--- config.mk ---
export PLATFORM = sky130hd
export DESIGN_NAME = shift_register_sequencer_flat
export DESIGN_NICKNAME = d
export VERILOG_FILES = /design/src/rtl/shift_register_sequencer_if.sv /design/src/rtl/shift_register_sequencer.sv /design/src/flat_wrapper.sv
export SDC_FILE = /design/constraint.sdc
export NUM_CORES = 1
export LEC_CHECK = 0
export BUFFER_PORTS_ARGS = -buffer_cell sky130_fd_sc_hd__buf_2
export CAP_MARGIN = 10
export CORE_MARGIN = 1
export CORE_UTILIZATION = 42
export DETAILED_ROUTE_END_ITERATION = 16
export PLACE_DENSITY = 0.73
export SLEW_MARGIN = 20
export SYNTH_ARGS = -nofsm -noshare
export SYNTH_HDL_FRONTEND = slang
export SYNTH_SLANG_ARGS = --single-unit
--- constraint.sdc ---
create_clock -name clk -period 1.4 [get_ports clk]
set_input_delay 0.28 -clock clk [delete_from_list [all_inputs] [get_ports clk]]
set_output_delay 0.28 -clock clk [all_outputs]
set_load 0.02 [all_outputs]
--- src/rtl/shift_register_sequencer_if.sv ---
// shift_register_sequencer_if: command handshake between a host and the shift register sequencer
interface shift_register_sequencer_if #(
    parameter int WIDTH = 2,
    parameter int CNT_W = 4
);
    logic             cmd_valid;
    logic             cmd_ready;
    logic             cmd_load;
    logic [WIDTH-1:0] cmd_data;
    logic             cmd_dir;
    logic [1:0]       cmd_fill;
    logic [CNT_W-1:0] cmd_count;
    logic             abort;
    modport master (
        output cmd_valid, cmd_load, cmd_data, cmd_dir, cmd_fill, cmd_count, abort,
        input  cmd_ready
    );
    modport slave (
        input  cmd_valid, cmd_load, cmd_data, cmd_dir, cmd_fill, cmd_count, abort,
        output cmd_ready
    );
endinterface

--- src/rtl/shift_register_sequencer.sv ---
// shift_register_sequencer: runs load/shift commands against an external universal shift register
module shift_register_sequencer #(
    parameter int WIDTH = 2,
    parameter int CNT_W = 4
) (
    input  logic                      clk,
    input  logic                      reset,
    shift_register_sequencer_if.slave cmd,
    output logic [1:0]                sr_sel,
    output logic [WIDTH-1:0]          sr_in,
    output logic                      sr_leftshift,
    output logic                      sr_rightshift,
    input  logic [WIDTH-1:0]          sr_q,
    output logic                      sout,
    output logic                      sout_valid,
    output logic                      busy,
    output logic                      done,
    output logic                      aborted
);
    typedef enum logic [1:0] {IDLE, LOAD, SHIFT, DONE} state_t;
    state_t           state, state_nx;
    logic [WIDTH-1:0] data_q;
    logic             dir_q;
    logic [1:0]       fill_q;
    logic [CNT_W-1:0] cnt_q;
    logic             aborted_q;
    logic             out_bit;
    logic             fill_bit;

    // state register
    always_ff @(posedge clk or posedge reset)
        if (reset) state <= IDLE;
        else       state <= state_nx;

    // next state: abort or an exhausted counter closes the command
    always_comb begin
        state_nx = state;
        case (state)
            IDLE:    if (cmd.cmd_valid) state_nx = cmd.cmd_load ? LOAD : (cmd.cmd_count != '0 ? SHIFT : DONE);
            LOAD:    state_nx = (cmd.abort || cnt_q == '0) ? DONE : SHIFT;
            SHIFT:   if (cmd.abort || cnt_q == CNT_W'(1)) state_nx = DONE;
            default: state_nx = IDLE;
        endcase
    end

    // command capture, shift down-counter and abort flag for the DONE cycle
    always_ff @(posedge clk or posedge reset)
        if (reset) begin
            data_q    <= '0;
            dir_q     <= 1'b0;
            fill_q    <= '0;
            cnt_q     <= '0;
            aborted_q <= 1'b0;
        end else begin
            if (state == IDLE && cmd.cmd_valid) begin
                data_q <= cmd.cmd_data;
                dir_q  <= cmd.cmd_dir;
                fill_q <= cmd.cmd_fill;
                cnt_q  <= cmd.cmd_count;
            end
            if (state == SHIFT) cnt_q <= cnt_q - 1'b1;
            aborted_q <= (state == LOAD || state == SHIFT) && cmd.abort;
        end

    // outputs: register controls from state, serial bits from the live register value
    always_comb begin
        out_bit       = dir_q ? sr_q[0] : sr_q[WIDTH-1];
        fill_bit      = fill_q == 2'b01 || (fill_q == 2'b10 && out_bit);
        cmd.cmd_ready = state == IDLE;
        busy          = state != IDLE;
        done          = state == DONE;
        aborted       = state == DONE && aborted_q;
        sr_sel        = state == LOAD ? 2'b11 : state == SHIFT ? (dir_q ? 2'b10 : 2'b01) : 2'b00;
        sr_in         = state == LOAD ? data_q : '0;
        sout_valid    = state == SHIFT;
        sout          = sout_valid && out_bit;
        sr_leftshift  = sout_valid && !dir_q && fill_bit;
        sr_rightshift = sout_valid && dir_q && fill_bit;
    end
endmodule

--- src/flat_wrapper.sv ---
// flat-port wrapper written by rule: the top's interface ports become plain ports
module shift_register_sequencer_flat 
#(
    parameter int WIDTH = 2,
    parameter int CNT_W = 4
)
  (clk, reset, sr_sel, sr_in, sr_leftshift, sr_rightshift, sr_q, sout, sout_valid, busy, done, aborted, cmd_cmd_valid, cmd_cmd_load, cmd_cmd_data, cmd_cmd_dir, cmd_cmd_fill, cmd_cmd_count, cmd_abort, cmd_cmd_ready);
  shift_register_sequencer_if #(.WIDTH(WIDTH), .CNT_W(CNT_W)) cmd_i ();
  input  logic clk;
  input  logic reset;
  output logic [1:0] sr_sel;
  output logic [WIDTH-1:0] sr_in;
  output logic sr_leftshift;
  output logic sr_rightshift;
  input  logic [WIDTH-1:0] sr_q;
  output logic sout;
  output logic sout_valid;
  output logic busy;
  output logic done;
  output logic aborted;
  input wire logic [$bits(cmd_i.cmd_valid)-1:0] cmd_cmd_valid;
  input wire logic [$bits(cmd_i.cmd_load)-1:0] cmd_cmd_load;
  input wire logic [$bits(cmd_i.cmd_data)-1:0] cmd_cmd_data;
  input wire logic [$bits(cmd_i.cmd_dir)-1:0] cmd_cmd_dir;
  input wire logic [$bits(cmd_i.cmd_fill)-1:0] cmd_cmd_fill;
  input wire logic [$bits(cmd_i.cmd_count)-1:0] cmd_cmd_count;
  input wire logic [$bits(cmd_i.abort)-1:0] cmd_abort;
  output wire logic [$bits(cmd_i.cmd_ready)-1:0] cmd_cmd_ready;
  assign cmd_i.cmd_valid = cmd_cmd_valid;
  assign cmd_i.cmd_load = cmd_cmd_load;
  assign cmd_i.cmd_data = cmd_cmd_data;
  assign cmd_i.cmd_dir = cmd_cmd_dir;
  assign cmd_i.cmd_fill = cmd_cmd_fill;
  assign cmd_i.cmd_count = cmd_cmd_count;
  assign cmd_i.abort = cmd_abort;
  assign cmd_cmd_ready = cmd_i.cmd_ready;
  shift_register_sequencer #(.WIDTH(WIDTH), .CNT_W(CNT_W)) u_core (.clk(clk), .reset(reset), .cmd(cmd_i), .sr_sel(sr_sel), .sr_in(sr_in), .sr_leftshift(sr_leftshift), .sr_rightshift(sr_rightshift), .sr_q(sr_q), .sout(sout), .sout_valid(sout_valid), .busy(busy), .done(done), .aborted(aborted));
endmodule
==> run metrics <==
First DRT Iteration DRCs=16; min setup slack post-route=-0.205 ns; CP Data Arrival Time=1.33 ns; total grt overflow=0; Die W=between 40 and 50 microns; Post-Place Cells=approximately 130; H-tree levels=1; diodes inserted=0; Vias=777; CP Launch Type=flop; Async SR Flop Fraction=100%; largest net degree at the start of global routing=13; FILL cells=97; Final Non-Filler Cells=141; leading area contributor after synthesis=dfrtp_1; fmax=623 MHz; Max-Cap Viols=0; Data required, critical path=1.12 ns; number of port buffers=27; YS warnings=0; DIE HEIGHT=44.3 microns; die area=1960 sq um; vias in the first global route=688; Post-Syn Nets=101; #FFs+latches synth=12; first-pass GRT wire length=about 3200 microns; num ports=28; RSZ-0062 raised after global routing=yes; Synth area leaders=dfrtp_1 (40%), ha_1 (10%), mux2_1 (7.5%); CTS tree=yes; worst hold margin=-0.00336 ns; Total Power=0.00327 W; Post-Syn Instances=79; hold crit path type=in2async; Post-synth EDFFs=0; row cnt=14; status=complete, but fails checks; Slew Viols, Final=0; most frequent cell after synthesis=dfrtp_1; area of the multi-input gates=617 sq um; Avg Cell Area, Syn=approximately 9.5 sq um; Max VDD drop=0.00139 V; Area Growth Syn to Fin=72.5%; Longest Clk Path Bufs=2; Placed Area=997 sq um; Synth Cell Area=752 sq um; Reg clk slew, reported paths=0.08 ns; CTS Sinks=12; Seq/Total Area, Yosys=39.9%; post-detail-place hpwl=roughly 1400 microns; WL final=2440 microns; CTS Buf Count=3; final instance area=1300 sq um; register area=between 300 and 400 sq um; top_reg_cell synth=dfrtp_1; Crit Path Max Fanout=4; Initial Util=47.2%; post-route ant nets=0; Placer Congestion=0.781; wire length per cell=17.3 microns; top-area cell type share of the netlist area=39.9%; Worst Tran Pin Value=approximately 0.48 ns; fin crit share=115%; layout cells sized above 1=between 60% and 70%; list of most frequent post-synthesis cells=dfrtp_1 (12), a21oi_1 (8), inv_1 (8); GRT Util Overall=23.9%; failing checks=hold timing, setup timing; Setup crit end kind=output pin; Final min period=around 1.6 ns; Vias/cell=5.51; later-pin clock latency in the skew report=0.29 ns; Yosys cell types=27; core area=1590 sq um; Leak=0.596 nW; Final Hold Viols=12; worst relative slew slack=67.8%; critical path type=reg2out; DR pass1 iterations=4; DRC viols=0; power density cells=between 2000 and 3000 nW/um^2; nets@finish=141; Root Driver=clkbuf_4; setup violators final=22; initial antenna violation count=0; Final Skew=0.000386 ns
-- report_power, final --
| group | total, W | internal, W | leakage [nW] | switching (W) |
|---|---|---|---|---|
| logic | 0.00232 | 0.00119 | 0.443 | 0.00113 |
| registers | 0.000725 | 0.000523 | 0.139 | 0.000201 |
| clock network | 0.000228 | 0.000100 | 0.0138 | 0.000128 |
-- metrics by stage --
step	setup slack [ns]	hold WS [ns]	setup TNS (ns)	utilization [%]
after detailed placement	-0.0689	0.321	-0.112	62.6
after CTS	-0.181	0.0181	-1.83	74.3
after floorplan	-0.00626	0.145	-0.00626	-
after global placement	-0.0258	0.316	-0.0258	62.6
final	-0.205	-0.00336	-2.25	81.4
after global routing	-0.266	0.0328	-3.24	81.4
-- cell families (layout without fill, tap and decap cells) --
family / Yosys count / after routing / synth area share (%)
buffers and inverters: 10 / 48 / 5.16
adders and majority gates: 6 / 6 / 9.98
muxes: 6 / 6 / 8.82
DFF: 12 / 12 / 39.9
AOI/OAI and AO/OA: 18 / 18 / 16.1
and+or+nand+nor: 27 / 27 / 20.0
-- registers in the layout, summed over array words and instances, names as in the netlist --
name              flops
u_core.cnt_q          4
u_core.data_q         2
u_core.fill_q         2
u_core.state          2
u_core.aborted_q      1
u_core.dir_q          1
-- layout make-up --
cell class / count / area share (%)
Multi-Input combinational cell: 57 / 47.5
Sequential cell: 12 / 23.2
Tap cell: 24 / 2.31
Inverter: 9 / 3.09
Clock buffer: 3 / 1.74
Timing Repair Buffer: 36 / 22.1
-- routing by layer --
| layer | global-route usage (%) | wire length (microns) | share of wire, % |
|---|---|---|---|
| met5 | 0 | 0 | 0 |
| met4 | 9.09 | 51 | 2.1 |
| met3 | 4.90 | 128 | 5.3 |
| met2 | 42.1 | 1310 | 54 |
| met1 | 28.4 | 947 | 39 |
-- worst max-delay path: stages (launching register included) --
cell and delay (ns):
dfrtp_1 0.41, inv_2 0.11, ha_4 0.18, inv_2 0.08, nor2_1 0.11, buf_4 0.15
-- layout by cell type, fill, tap and decap left out, types with 2 or more instances in the layout --
master | Yosys | layout
o21ai_0 | 2 | 2
nor3b_4 | 0 | 2
buf_4 | 0 | 9
nand2b_1 | 4 | 2
nor2_1 | 5 | 5
dfrtp_1 | 12 | 11
o32ai_4 | 0 | 2
a21oi_2 | 0 | 2
a21oi_1 | 8 | 5
ha_4 | 0 | 5
inv_1 | 8 | 3
and2_4 | 0 | 3
nand2_1 | 5 | 4
clkbuf_4 | 0 | 3
a211oi_2 | 0 | 2
buf_6 | 0 | 11
and3_1 | 2 | 2
inv_2 | 1 | 4
buf_2 | 1 | 15
nand2b_4 | 0 | 2
mux2_4 | 0 | 4
-- final timing paths --
| path | startpoint | to | slack, ns | depth (start not counted) |
|---|---|---|---|---|
| min | reset | u_core.data_q[0] | -0.003 | 2 |
| max reg2reg | u_core.state[1] | u_core.cnt_q[2] | -0.07 | 7 |
| min in group clk | cmd_cmd_fill[1] | u_core.fill_q[1] | 0.20 | 2 |
| min reg2reg | u_core.fill_q[1] | u_core.fill_q[1] | 0.51 | 1 |
| max | u_core.state[0] | sout | -0.21 | 5 |
| max in group asynchronous | reset | u_core.state[1] | 1.05 | 2 |
-- timing repair --
item	CTS	global route
setup endpoints to repair	14	23
setup buffers	3	1
hold buffers	0	0
pin swaps	3	3
gates resized for setup	35	24
Power figures use the tool's default switching activity.
